===== src/rtl/ramp_sequencer_pkg.sv =====
// ---------------------------------------------------------------------------
// ramp_sequencer_pkg
//   Shared definitions for the ramp sequencer slice: FSM state encoding and
//   counter direction codes. Imported by the counter and the sequencer.
// ---------------------------------------------------------------------------
package ramp_sequencer_pkg;

  typedef enum logic {
    ST_IDLE = 1'b0,
    ST_RUN  = 1'b1
  } state_t;

  localparam logic DIR_UP   = 1'b1;
  localparam logic DIR_DOWN = 1'b0;

endpackage


===== src/rtl/ramp_sequencer_counter.sv =====
// ---------------------------------------------------------------------------
// ramp_sequencer_counter
//   Saturating up/down counter. Counts one LSB per enabled cycle in the
//   direction given by CONTROL, clamping at 0 and at all-ones.
// Ports
//   CLOCK    in   1     rising-edge clock
//   RESET_N  in   1     asynchronous active-low reset (COUNT -> 0)
//   ENABLE   in   1     step this cycle
//   CONTROL  in   1     DIR_UP = count up, DIR_DOWN = count down
//   COUNT    out  SIZE  current value
// ---------------------------------------------------------------------------
module ramp_sequencer_counter
  import ramp_sequencer_pkg::*;
#(
  parameter int SIZE = 4
) (
  input  logic            CLOCK,
  input  logic            RESET_N,
  input  logic            ENABLE,
  input  logic            CONTROL,
  output logic [SIZE-1:0] COUNT
);

  // NOTE: sequential state uses non-blocking (<=) so every register samples
  // its inputs from before the edge, independent of statement order.
  always_ff @(posedge CLOCK or negedge RESET_N) begin
    if (!RESET_N) begin
      COUNT <= '0;
    end else if (ENABLE) begin
      if (CONTROL == DIR_UP) begin
        if (COUNT != '1) COUNT <= COUNT + SIZE'(1);
      end else begin
        if (COUNT != '0) COUNT <= COUNT - SIZE'(1);
      end
    end
  end

endmodule


===== src/rtl/ramp_sequencer.sv =====
// ---------------------------------------------------------------------------
// ramp_sequencer
//   Ramps the saturating counter from its current value to a commanded
//   target, one LSB per step, with a programmable dwell of D idle cycles
//   between steps (steps are D+1 cycles apart). Commands use valid/ready;
//   completion is a registered one-cycle DONE pulse. ABORT stops a ramp
//   with the count held and no DONE.
// Ports
//   CLOCK       in   1        rising-edge clock
//   RESET       in   1        asynchronous active-high reset
//   CMD_VALID   in   1        command present
//   CMD_READY   out  1        high only in IDLE
//   CMD_TARGET  in   SIZE     target count value
//   CMD_DWELL   in   DWELL_W  idle cycles between steps
//   ABORT       in   1        stop an active ramp (ignored in IDLE)
//   COUNT       out  SIZE     counter value
//   DIR         out  1        registered direction of the last step
//   BUSY        out  1        high while ramping
//   DONE        out  1        one-cycle pulse when the target is reached
// ---------------------------------------------------------------------------
module ramp_sequencer
  import ramp_sequencer_pkg::*;
#(
  parameter int SIZE    = 4,
  parameter int DWELL_W = 4
) (
  input  logic               CLOCK,
  input  logic               RESET,
  input  logic               CMD_VALID,
  output logic               CMD_READY,
  input  logic [SIZE-1:0]    CMD_TARGET,
  input  logic [DWELL_W-1:0] CMD_DWELL,
  input  logic               ABORT,
  output logic [SIZE-1:0]    COUNT,
  output logic               DIR,
  output logic               BUSY,
  output logic               DONE
);

  state_t             state, state_next;
  logic [SIZE-1:0]    target;
  logic [DWELL_W-1:0] dwell;
  logic [DWELL_W-1:0] timer;
  logic               step_en;
  logic               control;
  logic               done_next;
  logic               accept;
  logic               at_target;

  assign CMD_READY = (state == ST_IDLE);
  assign BUSY      = (state == ST_RUN);
  assign accept    = CMD_VALID & CMD_READY;
  assign at_target = (COUNT == target);

  // NOTE: every signal driven here gets a default first, so no path through
  // the case leaves one unassigned and no latch is inferred.
  always_comb begin
    state_next = state;
    step_en    = 1'b0;
    done_next  = 1'b0;
    control    = (target > COUNT) ? DIR_UP : DIR_DOWN;
    case (state)
      ST_IDLE: begin
        if (accept) state_next = ST_RUN;
      end
      ST_RUN: begin
        // Completion has priority over ABORT in the same cycle.
        if (at_target) begin
          state_next = ST_IDLE;
          done_next  = 1'b1;
        end else if (ABORT) begin
          state_next = ST_IDLE;
        end else if (timer == '0) begin
          step_en = 1'b1;
        end
      end
      default: state_next = ST_IDLE;
    endcase
  end

  always_ff @(posedge CLOCK or posedge RESET) begin
    if (RESET) begin
      state  <= ST_IDLE;
      DONE   <= 1'b0;
      DIR    <= DIR_DOWN;
      target <= '0;
      dwell  <= '0;
      timer  <= '0;
    end else begin
      state <= state_next;
      DONE  <= done_next;
      if (step_en) DIR <= control;
      if (accept) begin
        target <= CMD_TARGET;
        dwell  <= CMD_DWELL;
      end
      // Timer reloads with the dwell on each step and counts down to zero;
      // the next step fires once it reaches zero.
      if (accept)                           timer <= '0;
      else if (step_en)                     timer <= dwell;
      else if (BUSY && (timer != '0))       timer <= timer - DWELL_W'(1);
    end
  end

  ramp_sequencer_counter #(
    .SIZE (SIZE)
  ) u_counter (
    .CLOCK   (CLOCK),
    .RESET_N (~RESET),
    .ENABLE  (step_en),
    .CONTROL (control),
    .COUNT   (COUNT)
  );

endmodule


===== config.mk =====
export PLATFORM = sky130hd
export DESIGN_NAME = ramp_sequencer
export DESIGN_NICKNAME = d
export VERILOG_FILES = /design/src/rtl/ramp_sequencer_pkg.sv /design/src/rtl/ramp_sequencer_counter.sv /design/src/rtl/ramp_sequencer.sv
export SDC_FILE = /design/constraint.sdc
export NUM_CORES = 1
export LEC_CHECK = 0
export BUFFER_PORTS_ARGS = -buffer_cell sky130_fd_sc_hd__buf_2
export CAP_MARGIN = 10
export CORE_AREA = 2 2 49 51
export CTS_CLUSTER_SIZE = 16
export DETAILED_ROUTE_END_ITERATION = 8
export DIE_AREA = 0 0 51 53
export PLACE_DENSITY = 0.73
export REMOVE_ABC_BUFFERS = 1
export SLEW_MARGIN = 40
export SYNTH_ARGS = -nofsm -noshare
export SYNTH_HDL_FRONTEND = slang
export SYNTH_HIERARCHICAL = 1
export SYNTH_SLANG_ARGS = --single-unit
export TNS_END_PERCENT = 20

===== constraint.sdc =====
create_clock -name CLOCK -period 3.24 [get_ports CLOCK]
set_clock_uncertainty 0.2 [all_clocks]
set_input_delay 0.486 -clock CLOCK [delete_from_list [all_inputs] [get_ports CLOCK]]
set_output_delay 0.486 -clock CLOCK [all_outputs]
set_load 0.02 [all_outputs]

# After elaboration in Yosys (flattened, before gate mapping)
# Cells that the tools add are included.
[word_totals]
inputBits = 12
latchBits = 0
mem_count = 0
register_bits = 19
romBits = 0
output_inout_bits = 8
mem_bits_rw = 0
elab_cells = 40
[op_classes]
magnitude_cmp = 1
div = 0
n_mux = 17
n_bitwise = 2
n_eq_ne = 3
n_mul = 0
addsub = 3
n_shift = 0
reduce_logical = 7
[ops]
columns = ["cell", "count"]
rows = [
  ["4-bit 2-to-1 mux", 6],
  ["1-bit 2-to-1 mux", 10],
  ["4-bit nonzero test", 2],
  ["4-bit by 1-bit subtractor with 4-bit output (second input constant)", 2],
  ["4-bit by 1-bit adder with 4-bit output (second input constant)", 1],
  ["4-bit == test", 1],
  ["4-bit greater-than comparator", 1],
  ["4-bit logical NOT", 1],
  ["4-bit != test (second input constant)", 1],
  ["3-bit AND reduction", 1],
  ["3-bit nonzero test", 1],
  ["2-bit by 1-bit != test with 1-bit output (second input constant)", 1],
  ["1-bit case mux with 2 select lines", 1],
  ["2-bit nonzero test", 1],
  ["1-bit AND", 1],
  ["1-bit logical AND", 1],
  ["1-bit NOT", 1],
]

# Depth between registers and ports, before layout
# Gate-level depths: netlist (run 1).
[logic_depth]
ltp_word = 7
depth_mapped = 12
ltp_nobuf = 12

# Hierarchy
# Netlist (run 1), hierarchy kept.
[by_module_without_submodules]
columns = ["mod", "seq_area_each_um2", "cells_per_inst", "area_per_inst_um2", "instances"]
rows = [
  ["ramp_sequencer", 375.4, 74, 832.0, 1],
  ["ramp_sequencer_counter", 100.1, 27, 275.3, 1],
]

# Worst setup path after synthesis (run 1)
# OpenSTA, ideal clock, no wires.
[synth_path]
path_type = "reg2reg"
from = "register u_counter.COUNT[1]"
to = "register u_counter.COUNT[3]"
t_arrival_ns = 2.704
path_slack_ns = 0.260
required_ns = 2.964
synth_period_minus_slack_ns = 2.980
setup_time_ns = 0.076
n_path_buf = 0
path_stages_with_launch = 13
path_cell_list = "dfrtp_1 inv_1 ha_1 nor2b_1 o21a_1 o21ai_0 a21oi_1 inv_1 ha_1 a211o_1 a21o_1 a211o_1 o21ai_1"
[synth_via]
elab_chain_len = 4
elab_cells_between_ends = 15
classes_between = "add/sub (2); order compare (1); eq/ne (3); mux (6); reduce/logical (3)"
[synth_lines]
columns = ["element", "line_no", "rtl"]
rows = [
  ["start: declaration", "ramp_sequencer_counter.sv:21", "output logic [SIZE-1:0] COUNT"],
  ["start signal: assignment", "ramp_sequencer_counter.sv:31", "if (COUNT != '1) COUNT <= COUNT + SIZE'(1);"],
  ["start signal: assignment", "ramp_sequencer_counter.sv:33", "if (COUNT != '0) COUNT <= COUNT - SIZE'(1);"],
  ["4-bit greater-than comparator *", "ramp_sequencer.sv:61", "control = (target > COUNT) ? DIR_UP : DIR_DOWN;"],
  ["1-bit 2-to-1 mux *", "ramp_sequencer.sv:61", ""],
  ["net control", "ramp_sequencer.sv:45", "logic control;"],
  ["2-bit by 1-bit != test with 1-bit output (no source line) or 2-bit nonzero test (tied branches)", "-", ""],
  ["3-bit AND reduction (no source line)", "-", ""],
]
# Mark *: on every way through the listed nets, which the timed path passes. The rest lies on a longest branch. The select of a mux whose other input is x is not followed.
# A chain may end at the register's enable or synchronous reset.

# Worst setup path after layout (run 1)
# Same ends and word-level chain as after synthesis.

==> reports/summary.txt, run 1 <==
Synth warnings = 6
Initial Util = 51.54%
Largest family of logic cells by synthesized area = compound AO/OA/AOI/OAI gates
Area taken by multi-input logic gates = 571.8 um^2
IO Port Bufs = 19
Core Area = 2148 um^2
Global route hottest layer = met2
Die footprint = 2703 um^2
Worst vdd ir = 0.0006302 V
Synth Register Bits = 19
Clk root buf = clkbuf_4
Latest clock arrival within the worst-skew pair = 290 ps
First-pass GRT wire length = 3.539 mm
ANT cells = 0
Cell Rows = 17
Final WL = 1.971 mm
Ranking of synthesized cells by area = dfrtp_1 (43%), mux2_2 (8.1%), ha_1 (7.9%)
CTS tree = built
Initial antenna violation count = 0
Status = complete, but fails checks
DRT antenna net count = 0
Pleak = 0.6149 nW
Power Dens Cells = 1055 nW/um^2
Top-Level Pins = 20
Nets = 144
Failing checks = negative hold slack
Setup bufs post-CTS = 0
Grt met2 use = 28.57%
Period minus WS final = 2927 ps
Synth Flop Type = dfrtp_1
Least-Margin Pin Slew = 677.3 ps
Post-synthesis simple-gate area fraction = 13.11%
Slew Limit Fails = 0
Post-DP HPWL = 1.548 mm
CP Capture Type = flip-flop
Synth Area in Compound Gates = 17.85%
Routed len/inst = 13.05 um
Layout cells sized above 1 = 34.15%
CTS H-tree depth = 1
Total grt overflow = 0
CTS Sinks = 19
Most instantiated cells after synthesis = dfrtp_1 (19), inv_1 (14), mux2_2 (8)
M1 GR Usage = 24.32%
Async SR Flop Fraction = 100.0%
Critical path peak fanout = 7
Final Hold Violating Endpoints = 12
Max Cap Violations = 0
CTS clk-pin slew, worst paths = 110 ps
Area share of the largest cell type after synthesis = 42.94%
Die H = 53 um
Drt pass-1 iters = 4
RSZ-0062 raised after global routing = no
Crit Path Class = reg -> reg
CTS Buffer Depth = 2
FMAX = 0.3416 GHz
Critical Path AT = 2950 ps
Fill count = 196
Initial DRC count = 17
XOR/XNOR Fraction of Synth Area = 1.582%
Hold_buf cts = 0
Sequential cell area = 476.7 um^2
Synthesized area = 1107 um^2
All-layer global routing usage = 17.80%
Post-CTS Resized = 0
Synth unique cells = 39
EDFF count, synth = 0
Largest net degree at the start of global routing = 20
Critical Path Start Type = flip-flop
Relative slew slack = 54.56%
Post-Synthesis Cells = 101
Synthesis-to-layout area growth = 13.56%
Mux cell area share after synthesis = 9.040%
Via density = 5.331
Top-count cell post-synth = dfrtp_1
TritonCTS buffer count = 3
Mean Syn Cell Area = 10.96 um^2
Die width = 51 um
GRT met3 Usage = 3.390%
Largest area contributor in the netlist = dfrtp_1
Sequential-to-total area share from yosys stat = 42.94%
Post-Synth Adder-Cell Area = 9.718%
WP data required = 3260 ps
# setup viols final = 0
Final setup TNS = 0 ps
Number of global-route vias before repair = 819
Via count = 805
Detailed-route DRC error count = 0
Fin crit share = 90.34%
Hold slack = -8.204 ps
Placer Congestion = 0.7684
Power Total = 1.327 mW
Hold Path Class = in -> async
routing by layer:
metal	vias to the layer above	wire, um
met4	0	23
met5	-	0
met1	377	1002
met3	4	70
li1	409	-
met2	15	874
logic make-up after synthesis:
kind of cell | after synthesis
mux | 9
fa+ha+maj | 8
simple gates | 22
buf+inv | 15
flops | 19
xor+xnor | 2
compound gates | 26
area by class of cell:
type / count / area share, %
Timing Repair Buffer: 19 / 7.562
Multi-Input combinational cell: 67 / 45.47
Tap cell: 28 / 2.786
Sequential cell: 19 / 37.91
Inverter: 14 / 4.179
Clock buffer: 4 / 2.090
sequential cells by signal (all words and copies together), names as in the netlist:
name and cells:
dwell 4, target 4, timer 4, u_counter/COUNT 4, BUSY 1, DIR 1
DONE 1
where the power goes:
part           internal, mW  switching, mW  total, mW
Clock                0.0478         0.0701      0.118
Sequential            0.341          0.114      0.455
Combinational         0.356          0.398      0.754
Total                 0.745          0.582       1.33
through the flow:
| stage | util (%) | cells | cell area (um^2) | setup WS [ps] |
|---|---|---|---|---|
| 2_1_floorplan | - | 100 | 1096 | 259.8 |
| 3_3_place_gp | 57.08 | 147 | 1226 | 272.8 |
| 3_5_place_dp | 57.08 | 147 | 1226 | 146.6 |
| 4_1_cts | 58.30 | 151 | 1252 | 125.4 |
| 5_1_grt | 58.53 | 151 | 1257 | 34.58 |
| 6_report | 58.53 | 151 | 1257 | 312.9 |
layout by cell type (no fill, tap or decap), types with 2 or more instances in the layout:
| cell | n |
|---|---|
| mux2_2 | 8 |
| dfrtp_1 | 18 |
| nor2_1 | 3 |
| xor2_1 | 2 |
| ha_1 | 7 |
| nand3_1 | 2 |
| a21oi_1 | 2 |
| nand2_1 | 4 |
| o21ai_0 | 5 |
| a21o_1 | 3 |
| a211o_1 | 2 |
| o2bb2ai_1 | 2 |
| inv_1 | 13 |
| o21ai_1 | 2 |
| clkbuf_4 | 3 |
| buf_2 | 19 |
worst max-delay path, cell delays in order (launching register included):
cell and delay, ps:
dfrtp_2 440, inv_1 60, ha_1 320, nor2b_1 140, o21a_1 160, o21ai_1 210, a21oi_2 130, inv_1 130
ha_1 240, a211o_1 300, a21o_1 170, a211o_1 280, o21ai_1 70
final timing paths:
path                                     from            endpoint  slack, ps  depth (start not counted)
max                        u_counter/COUNT[1]  u_counter/COUNT[3]        310                         12
min                                     RESET           target[0]         -8                          2
max reg2reg                u_counter/COUNT[1]  u_counter/COUNT[3]        310                         12
min reg2reg                          dwell[0]            dwell[0]        310                          2
max in group asynchronous               RESET  u_counter/COUNT[1]       2490                          2
min in group CLOCK               CMD_DWELL[1]            dwell[1]        220                          2
Power figures use the tool's default switching activity.
==> inputs of run 2 (changes only) <==
- CORE_AREA: 2 2 49 51 -> 2 2 48 50
- DIE_AREA: 0 0 51 53 -> 0 0 50 52
- PLACE_DENSITY: 0.73 -> 0.75
- REMOVE_ABC_BUFFERS: 1 -> not set
- SYNTH_HIERARCHICAL: 1 -> not set
- TNS_END_PERCENT: 20 -> not set
==> run 2 against run 1 <==
Compared with the run above: the flow still finishes with violations (negative hold slack); clock power barely moved; worst hold slack got worse by 2.5 ps; synthesized cell count rose by 14%; highest routed layer unchanged; largest power group unchanged; synthesized area fell by 1.5%; die area fell by 3.8%; critical path depth did not move; combinational power rose by 9.7%.
==> reports/summary.txt, run 2 <==
Status = complete, but fails checks (unchanged)
Failing checks = negative hold slack (unchanged)
ANT cells = 0 (unchanged)
Critical Path AT = 3000 ps (was 2950 ps)
Synth warnings = 0 (was 6)
Latest clock arrival within the worst-skew pair = 290 ps (about the same)
RR Startpoint = u_counter.COUNT[1] (was u_counter/COUNT[1])
FMAX = 0.3349 GHz (was 0.3416 GHz)
R2R Setup Slk = 250 ps (was 310 ps)
First-pass GRT wire length = 3.884 mm (was 3.539 mm)
CTS Sinks = 19 (unchanged)
Drt pass-1 iters = 4 (unchanged)
Slew Limit Fails = 0 (unchanged)
Reg2reg end = u_counter.COUNT[3] (was u_counter/COUNT[3])
Hold Path Class = in -> async (unchanged)
Area share of the largest cell type after synthesis = 43.58% (was 42.94%)
Clk root buf = clkbuf_4 (unchanged)
CTS H-tree depth = 1 (unchanged)
Final Hold Violating Endpoints = 9 (was 12)
CTS Buffer Depth = 2 (unchanged)
Die footprint = 2600 um^2 (was 2703 um^2)
Period minus WS final = 2986 ps (was 2927 ps)
Core Area = 2106 um^2 (was 2148 um^2)
Levels on crit path = 12 (unchanged)
Synthesized area = 1091 um^2 (was 1107 um^2)
Synthesis-to-layout area growth = 15.02% (was 13.56%)
Die width = 50 um (was 51 um)
# setup viols final = 0 (unchanged)
Total grt overflow = 0 (unchanged)
DRT antenna net count = 0 (unchanged)
Critical path endpoint = u_counter.COUNT[3] (was u_counter/COUNT[3])
Crit Path Class = reg -> reg (unchanged)
Slowest stage cell on the critical path = dfrtp_1 (was dfrtp_2)
Mux cell area share after synthesis = 4.128% (was 9.040%)
Relative slew slack = 54.87% (was 54.56%)
Most frequent cells in the layout = nand2_1 (28), dfrtp_1 (19), buf_2 (19) (was buf_2 (19), dfrtp_1 (18), inv_1 (13))
Via density = 5.343 (was 5.331)
All-layer global routing usage = 20.07% (was 17.80%)
Nets = 159 (was 144)
Final WL = 2.259 mm (was 1.971 mm)
Top-Level Pins = 20 (unchanged)
Synth Area in Compound Gates = 15.60% (was 17.85%)
Largest area contributor in the netlist = dfrtp_1 (unchanged)
WP data required = 3260 ps (about the same)
Ranking of synthesized cells by area = dfrtp_1 (44%), nand2_1 (9.6%), ha_1 (8.0%) (was dfrtp_1 (43%), mux2_2 (8.1%), ha_1 (7.9%))
TritonCTS buffer count = 3 (unchanged)
EDFF count, synth = 0 (unchanged)
Mean Syn Cell Area = 9.487 um^2 (was 10.96 um^2)
CP max stage delay = 370 ps (was 440 ps)
Via count = 887 (was 805)
Number of global-route vias before repair = 854 (was 819)
Most instantiated cells after synthesis = nand2_1 (28), dfrtp_1 (19), o21ai_0 (10) (was dfrtp_1 (19), inv_1 (14), mux2_2 (8))
Initial antenna violation count = 0 (unchanged)
CTS tree = built (unchanged)
Largest net degree at the start of global routing = 20 (unchanged)
Layout cells sized above 1 = 22.46% (was 34.15%)
Synth Flop Type = dfrtp_1 (unchanged)
Die H = 52 um (was 53 um)
Final setup TNS = 0 ps (unchanged)
Routed len/inst = 13.61 um (was 13.05 um)
Sequential-to-total area share from yosys stat = 43.58% (was 42.94%)
Critical path peak fanout = 4 (was 7)
Critical Path Start Type = flip-flop (unchanged)
Worst R2R Path Depth = 12 (unchanged)
Cell Rows = 17 (unchanged)
Synth Register Bits = 19 (unchanged)
Placer Congestion = 0.7815 (was 0.7684)
Hold slack = -10.72 ps (was -8.204 ps)
Family with the most delay on the worst path = compound AO/OA/AOI/OAI gates (unchanged)
Most common cell after layout, fill and taps aside = nand2_1 (was buf_2)
Initial DRC count = 22 (was 17)
CTS clk-pin slew, worst paths = 110 ps (about the same)
Max Cap Violations = 0 (unchanged)
Pleak = 0.6370 nW (was 0.6149 nW)
CP Capture Type = flip-flop (unchanged)
Post-Synthesis Cells = 115 (was 101)
Least-Margin Pin Slew = 672.7 ps (was 677.3 ps)
Synth unique cells = 34 (was 39)
Fill count = 204 (was 196)
Worst vdd ir = 0.0006523 V (was 0.0006302 V)
Post-Synth Adder-Cell Area = 9.862% (was 9.718%)
Post-synthesis simple-gate area fraction = 19.61% (was 13.11%)
Async SR Flop Fraction = 100.0% (unchanged)
IO Port Bufs = 19 (unchanged)
Power Dens Cells = 1093 nW/um^2 (was 1055 nW/um^2)
Initial Util = 51.81% (was 51.54%)
Syn_nets = 135
Fin crit share = 92.15% (was 90.34%)
Crit path launch = u_counter.COUNT[1] (was u_counter/COUNT[1])
Top-count cell post-synth = nand2_1 (was dfrtp_1)
Post-DP HPWL = 1.715 mm (was 1.548 mm)
Largest family of logic cells by synthesized area = simple AND/OR/NAND/NOR gates (was compound AO/OA/AOI/OAI gates)
Buffers & Inverters on Critical Path = 2 (unchanged)
Detailed-route DRC error count = 0 (unchanged)
XOR/XNOR Fraction of Synth Area = 2.408% (was 1.582%)
Worst path cell trace = inv_1, ha_1, nor2b_1, o211ai_1, a21oi_2, inv_1, ha_1, a21o_1, a21oi_1, nand3b_1, a221oi_2, xnor2_1 (was inv_1, ha_1, nor2b_1, o21a_1, o21ai_1, a21oi_2, inv_1, ha_1, a211o_1, a21o_1, a211o_1, o21ai_1)
==> run 2: changes by cell type in the layout (fill, tap and decap cells not counted), sizes merged, moves of 2 or more <==
| cell | previous run | this run |
|---|---|---|
| buf | 19 | 22 |
| nand3 | 3 | 0 |
| nand2 | 5 | 28 |
| inv | 13 | 8 |
| o2bb2ai | 2 | 0 |
| xnor2 | 0 | 2 |
| mux2 | 8 | 1 |
| nor2 | 3 | 6 |
| o21ai | 8 | 10 |
| a21o | 3 | 1 |
| mux2i | 1 | 3 |
| and2 | 2 | 0 |
==> run 2: cell families (layout without fill, tap and decap cells) <==
family	after synthesis	in the layout
AOI/OAI and AO/OA	23	23
xor gates and xnor gates	3	3
adders and majority gates	8	8
buffers and inverters	12	35
DFF	19	19
muxes	4	4
and+or+nand+nor	46	46
==> run 2: worst register-to-register path: cells and delay by family, from the launching register on <==
kind	cells	cell delay, ps
buffers and inverters	2	170
AO/OA/AOI/OAI	5	1090
adder cells (fa/ha/maj)	2	580
AND/OR/NAND/NOR	2	350
flip-flops	1	370
XOR/XNOR	1	150
==> run 2: worst min-delay path by stage <==
stage	end	startpoint	cells past startpoint
2_1_floorplan	BUSY	RESET	1
3_3_place_gp	dwell[1]	dwell[1]	2
4_1_cts	DONE	RESET	2
6_report	DONE	RESET	2
5_1_grt	DONE	RESET	2
3_5_place_dp	dwell[0]	dwell[0]	2
==> run 2: cell type report <==
type / instances / area (um^2) / share of cell area [%]
inverters: 9 / 33.78 / 2.692
repair buffers: 22 / 117.6 / 9.372
flip-flops and latches: 19 / 475.5 / 37.89
multi-input cells: 84 / 566.8 / 45.16
well taps: 28 / 35.03 / 2.792
clock buffers: 4 / 26.28 / 2.094
==> run 2: where the power goes <==
group | switching (mW) | internal, mW | total [mW] | leakage (nW)
Clock | 0.0701 | 0.0478 | 0.118 | 0.0150
Combinational | 0.469 | 0.358 | 0.827 | 0.388
Sequential | 0.0890 | 0.338 | 0.427 | 0.234
Total | 0.628 | 0.744 | 1.37 | 0.637
==> run 2: per-stage QoR <==
| step | util, % | instances | total power, mW | instance area, um^2 | setup slack (ps) |
|---|---|---|---|---|---|
| 2_1_floorplan | - | 115 | 0.9975 | 1091 | 177.9 |
| 3_3_place_gp | 57.46 | 160 | 1.148 | 1210 | 306.8 |
| 3_5_place_dp | 57.46 | 160 | 1.197 | 1210 | 173.6 |
| 4_1_cts | 58.70 | 164 | 1.324 | 1236 | 102.1 |
| 5_1_grt | 59.60 | 166 | 1.514 | 1255 | -2.626 |
| 6_report | 59.60 | 166 | 1.372 | 1255 | 254.4 |
==> run 2: routing by layer <==
| metal | track usage (%) | up-vias | routed length, um |
|---|---|---|---|
| li1 | - | 439 | - |
| met5 | 0 | - | 0 |
| met1 | 25.65 | 405 | 950 |
| met3 | 2.874 | 4 | 127 |
| met4 | 9.722 | 0 | 25 |
| met2 | 33.33 | 39 | 1155 |
==> run 2: timing repair <==
item / in CTS / in global routing
hold buffers: 0 / 0
setup endpoints to repair: 0 / 1
gates resized for setup: 0 / 1
setup buffers: 0 / 2
